===== src/rtl/ringbuf_mc.sv =====
// rtl/ringbuf_mc.sv - multi-channel circular sample store with tap reads, fill level and sticky flags
// Each channel owns one RAM plus pointers; a pop and a push in the same cycle let a full channel stream.
module ringbuf_mc #(
  parameter int NUM_CH      = 2,
  parameter int WIDTH       = 24,
  parameter int LEN_LOG2    = 6,
  parameter int READY_LEVEL = 32
) (
  input  logic                         clk,
  input  logic                         rst,
  input  logic [NUM_CH*WIDTH-1:0]      data_i,
  input  logic [NUM_CH-1:0]            we_i,
  input  logic [NUM_CH-1:0]            pop_i,
  input  logic [NUM_CH*LEN_LOG2-1:0]   offset_i,
  input  logic [NUM_CH-1:0]            clr_flags_i,
  output logic [NUM_CH*WIDTH-1:0]      data_o,
  output logic [NUM_CH*(LEN_LOG2+1)-1:0] level_o,
  output logic [NUM_CH-1:0]            rdy_o,
  output logic [NUM_CH-1:0]            ovf_o,
  output logic [NUM_CH-1:0]            udf_o
);

  localparam int LEN = 2 ** LEN_LOG2;
  localparam int LW  = LEN_LOG2 + 1;
  localparam logic [LW-1:0] FULL_LEVEL = LW'(LEN);
  localparam logic [LW-1:0] RDY_LEVEL  = LW'(READY_LEVEL);
  localparam logic          RDY_RST    = (READY_LEVEL == 0);

  for (genvar c = 0; c < NUM_CH; c++) begin : g_ch
    logic [WIDTH-1:0]    mem_q [LEN];
    logic [LEN_LOG2-1:0] wptr_q, wptr_d, rptr_q, rptr_d, raddr;
    logic [LW-1:0]       level_q, level_d;
    logic [WIDTH-1:0]    rdata_q, rdata_d;
    logic                rdy_q, rdy_d, ovf_q, ovf_d, udf_q, udf_d;
    logic                pop_ok, wr_ok;

    always_comb begin
      pop_ok  = pop_i[c] && (level_q != '0);
      // A full channel still accepts a write when the same cycle frees a slot.
      wr_ok   = we_i[c] && ((level_q != FULL_LEVEL) || pop_ok);
      raddr   = rptr_q + offset_i[c*LEN_LOG2 +: LEN_LOG2];
      rdata_d = mem_q[raddr];
      wptr_d  = wr_ok  ? wptr_q + 1'b1 : wptr_q;
      rptr_d  = pop_ok ? rptr_q + 1'b1 : rptr_q;
      level_d = level_q;
      if (wr_ok && !pop_ok) begin
        level_d = level_q + 1'b1;
      end else if (pop_ok && !wr_ok) begin
        level_d = level_q - 1'b1;
      end
      rdy_d = (level_d >= RDY_LEVEL);
      ovf_d = (we_i[c] && !wr_ok) || (ovf_q && !clr_flags_i[c]);
      udf_d = (pop_i[c] && (level_q == '0)) || (udf_q && !clr_flags_i[c]);
    end

    // Read and write share the edge, so a colliding read returns the old word.
    always_ff @(posedge clk) begin
      if (rst && wr_ok) begin
        mem_q[wptr_q] <= data_i[c*WIDTH +: WIDTH];
      end
    end

    always_ff @(posedge clk) begin
      if (!rst) begin
        wptr_q  <= '0;
        rptr_q  <= '0;
        level_q <= '0;
        rdata_q <= '0;
        rdy_q   <= RDY_RST;
        ovf_q   <= 1'b0;
        udf_q   <= 1'b0;
      end else begin
        wptr_q  <= wptr_d;
        rptr_q  <= rptr_d;
        level_q <= level_d;
        rdata_q <= rdata_d;
        rdy_q   <= rdy_d;
        ovf_q   <= ovf_d;
        udf_q   <= udf_d;
      end
    end

    assign data_o[c*WIDTH +: WIDTH] = rdata_q;
    assign level_o[c*LW +: LW]      = level_q;
    assign rdy_o[c]                 = rdy_q;
    assign ovf_o[c]                 = ovf_q;
    assign udf_o[c]                 = udf_q;
  end

endmodule


===== config.mk =====
export PLATFORM = sky130hd
export DESIGN_NAME = ringbuf_mc
export DESIGN_NICKNAME = d
export VERILOG_FILES = /design/src/rtl/ringbuf_mc.sv
export SDC_FILE = /design/constraint.sdc
export NUM_CORES = 2
export LEC_CHECK = 0
export BUFFER_PORTS_ARGS = -buffer_cell sky130_fd_sc_hd__buf_2
export CORE_MARGIN = 2
export CORE_UTILIZATION = 50
export CTS_BUF_LIST = sky130_fd_sc_hd__clkbuf_16
export DETAILED_ROUTE_END_ITERATION = 10
export PLACE_DENSITY = 0.65
export SETUP_SLACK_MARGIN = 0.1
export SLEW_MARGIN = 30
export SYNTH_ARGS = -nofsm -noshare
export SYNTH_HDL_FRONTEND = slang
export SYNTH_SLANG_ARGS = --single-unit

===== constraint.sdc =====
create_clock -name clk -period 4.6 [get_ports clk]
set_input_delay 0.69 -clock clk [delete_from_list [all_inputs] [get_ports clk]]
set_output_delay 0.69 -clock clk [all_outputs]
set_load 0.05 [all_outputs]

==> flow_summary.ini <==
[critical_path]
cp.required_ns = 5.44
cpMostUsedCell = buf_12
regToRegEndpoint = g_ch[1].rdata_q[2]$_SDFF_PN0_
crit_slowest_cell = fa_4
rr_worst_depth = 10
crit_end = g_ch[1].rdata_q[2]$_SDFF_PN0_
critPathArrivalTime_ns = 5.03
cp_num_buf_inv = 4
critical_path_class = reg2reg
crit_chain = ha_4 -> inv_1 -> fa_4 -> buf_12 -> buf_4 -> buf_12 -> mux4_2 -> mux2_2 -> a2bb2oi_1 -> nand4_1
r2r_start = g_ch[1].rptr_q[0]$_SDFFE_PN0N_
startpoint = g_ch[1].rptr_q[0]$_SDFFE_PN0N_
ff2ff_setup_slack_ns = 0.40
cp_max_fo = 46
path_depth = 10
setup.worst_path.end_class = flop
worstSetupStartpointType = flop
slowest_delay_ns = 0.99
crit_family = adder cells

[layout]
fill_cells = 17600
layout-drive-gt1-share_pct = 31.0
multi_input_comb_area_um2 = 27100
seq_area_um2 = 94100
nNetsFinal = 6286
area_growth_pct = 14.2

[power_and_ir_drop]
sw_frac_of_total_pct = 27.1
powerDensity_nw_per_um2 = 535
power_switching_uw = 20300
power_frac_clock_pct = 34.2
p_leak_uw = 0.0450
power_frac_comb_pct = 22.7
p_total_uw = 74800
p_int_uw = 54500
seqPwrFrac_pct = 43.1
ir_drop_mv = 0.426

[clocking]
cts_buffers = 335
clock_sinks = 3164
clk_latency_ns = 0.98
clock_path_buffers = 4
root_buffer = clkbuf_16
path_clk_slew_ns = 0.07
cts_max_level = 5
cts_tree = yes

[floorplanning]
pin_count = 136
core_um2 = 243000
die_w_um = 499
die_area_um2 = 249000
core.rowCount = 181
initial_core_util_pct = 50.3
die_h_um = 499

[detailed_routing]
drtIter0Drc = 6863
viasPerCell = 6.22
first_pass_iters = 8
postRouteAntennaNets = 0
drc = 0
vias = 60100
routed_wl_um = 302000
wire_per_inst_um = 31.2

[logic_synthesis]
synth_area_um2 = 122000
yosys-top-cells-count = edfxtp_1 (3072), mux4_2 (770), nand2_1 (196), mux2i_1 (195), nor2_1 (174)
synth_top_area_share_pct = 75.4
async_reset_ff_share_pct = 0
ys_seq_area_share_pct = 76.9
syn_nets = 5743
ys_warn_count = 0
synth.most_common_cell = edfxtp_1
synth.area.top_cells = edfxtp_1 (75%), mux4_2 (14%), mux2i_1 (1.6%), dfxtp_1 (1.5%), mux2_2 (0.85%)
ys_ff_latch = 3164
avgSynthCellArea_um2 = 21.6
synth_edf_count = 3072
synth-main-ff-cell = edfxtp_1
yosysUniqueCellTypes = 68
yosys.area.top_type = edfxtp_1
synth_cells = 5655

[grt]
overflow = 0
grt_pass1_wl_um = 436000
antenna_found_initial = 12
grt_pass1_vias = 60700
grtUsageMet3_pct = 4.33
grtUsageMet1_pct = 33.8
grt_use_met2_pct = 39.2
grt_usage_pct = 24.3
grt_max_degree = 89
top_usage_layer = met2

[sta]
max_slew_margin_pct = 29.9
post-route-min-period_ns = 4.20
fmax_mhz = 238
hold_viol = 0
tns_ns = 0
worst-slew-pin-transition_ns = 1.05
setup_violations = 0
final.period_utilization_pct = 91.2
whs_ns = 0.190
rsz0062_at_grt = no
report.final.slew_viol_count = 0
fin_worst_skew_ns = 0.0905

[job]
max_cap_viol_count = 0

[hold_path]
min_path_type = in2reg

[place]
portBuffers = 135
dp_hpwl_um = 174000
gp_congestion = 0.831

[outcome]
status = finished clean
per-stage QoR:
step                utilization [%]  area, um2  instances  setup slack (ns)
CTS                            57.5     140000       9654             0.332
floorplan                         -     122000       5655             0.579
detailed placement             53.2     129000       9057           -0.0148
global route                   57.5     140000       9655             0.331
finish                         57.5     140000       9659             0.404
global placement               53.2     129000       9057           -0.0307
power groups by stage:
stage	sequential, uW	clock, uW	combinational [uW]
after global placement	32800	0	17100
after CTS	32200	26100	17200
after global routing	32200	27200	18000
after floorplan	33400	0	11200
after detailed placement	32800	0	17200
final	32200	25600	17000
final cells by class:
| cell class | instances | area share (%) |
|---|---|---|
| Clock buffer | 339 | 6.07 |
| Multi-Input combinational cell | 2146 | 19.4 |
| Timing Repair Buffer | 527 | 2.95 |
| Sequential cell | 3164 | 67.3 |
| Antenna cell | 5 | 0.00895 |
| Tap cell | 3202 | 2.87 |
| Clock inverter | 252 | 1.34 |
| Inverter | 24 | 0.0644 |
flip-flops by register name, summed over array words and instances, names as in the netlist, named ones only:
signal / count
g_ch.rptr_q: 12
g_ch.ovf_q: 2
g_ch.mem_q: 3072
g_ch.rdata_q: 48
g_ch.udf_q: 2
g_ch.wptr_q: 12
g_ch.rdy_q: 2
g_ch.level_q: 6
cell families after synthesis:
kind of cell,count (synthesis),share of synthesized area [%]
fa+ha+maj,20,0.217
mux,1059,16.6
flops,3164,76.9
buf+inv,345,1.42
simple gates,659,2.50
compound gates,370,2.09
xor+xnor,38,0.272
cells in the final DEF, fill, tap and decap left out, types with 5 or more instances in the layout:
cell / count
edfxtp_1: 3072
mux4_2: 770
buf_4: 352
clkbuf_16: 339
mux2i_1: 195
nand2_1: 194
buf_2: 131
nor2_2: 122
nand3_1: 112
inv_1: 98
mux2_2: 92
dfxtp_1: 92
a21oi_1: 72
o21ai_0: 69
clkinv_1: 69
nand4_1: 56
clkinv_2: 56
nor2_1: 50
a311oi_1: 48
a2111oi_0: 46
a2bb2oi_1: 46
and2_1: 43
o21ai_1: 41
buf_12: 38
bufinv_16: 27
xnor2_1: 16
ha_1: 16
xor2_1: 14
nand2b_1: 12
nor2b_1: 9
or3_1: 9
nor3_2: 9
inv_6: 9
nor3_1: 8
and2_0: 8
clkinvlp_4: 8
or2_2: 6
dlygate4sd3_1: 6
diode_2: 5
layer usage:
metal  routed length, um  part of all wire (%)
met1              119000                    39
met2              148000                    49
met3               24900                   8.3
met4                9880                   3.3
met5                  36                 0.012
worst min path at each step:
| stage | to | cells past startpoint | slack [ns] | startpoint |
|---|---|---|---|---|
| after floorplan | g_ch[0].ovf_q$_SDFF_PN0_ | 2 | 0.45 | g_ch[0].ovf_q$_SDFF_PN0_ |
| after global placement | g_ch[0].ovf_q$_SDFF_PN0_ | 2 | 0.45 | g_ch[0].ovf_q$_SDFF_PN0_ |
| after detailed placement | g_ch[0].ovf_q$_SDFF_PN0_ | 2 | 0.46 | g_ch[0].ovf_q$_SDFF_PN0_ |
| after CTS | g_ch[1].level_q[6]$_SDFF_PN0_ | 3 | 0.11 | we_i[1] |
| after global routing | g_ch[1].ovf_q$_SDFF_PN0_ | 4 | 0.18 | we_i[1] |
| final | g_ch[1].level_q[6]$_SDFF_PN0_ | 3 | 0.19 | we_i[1] |
tightest hold or removal path, delay by kind of cell:
kind	cells	cell delay, ns
compound gates	2	0.24
buf+inv	1	0.13
repair_timing:
item / 4_1_cts / 5_1_grt
buffers inserted: 0 / 0
hold endpoints to repair: 13 / 0
hold buffers: 6 / 0
gates resized for setup: 0 / 0
No activity file was read; power rests on OpenSTA's default activity.
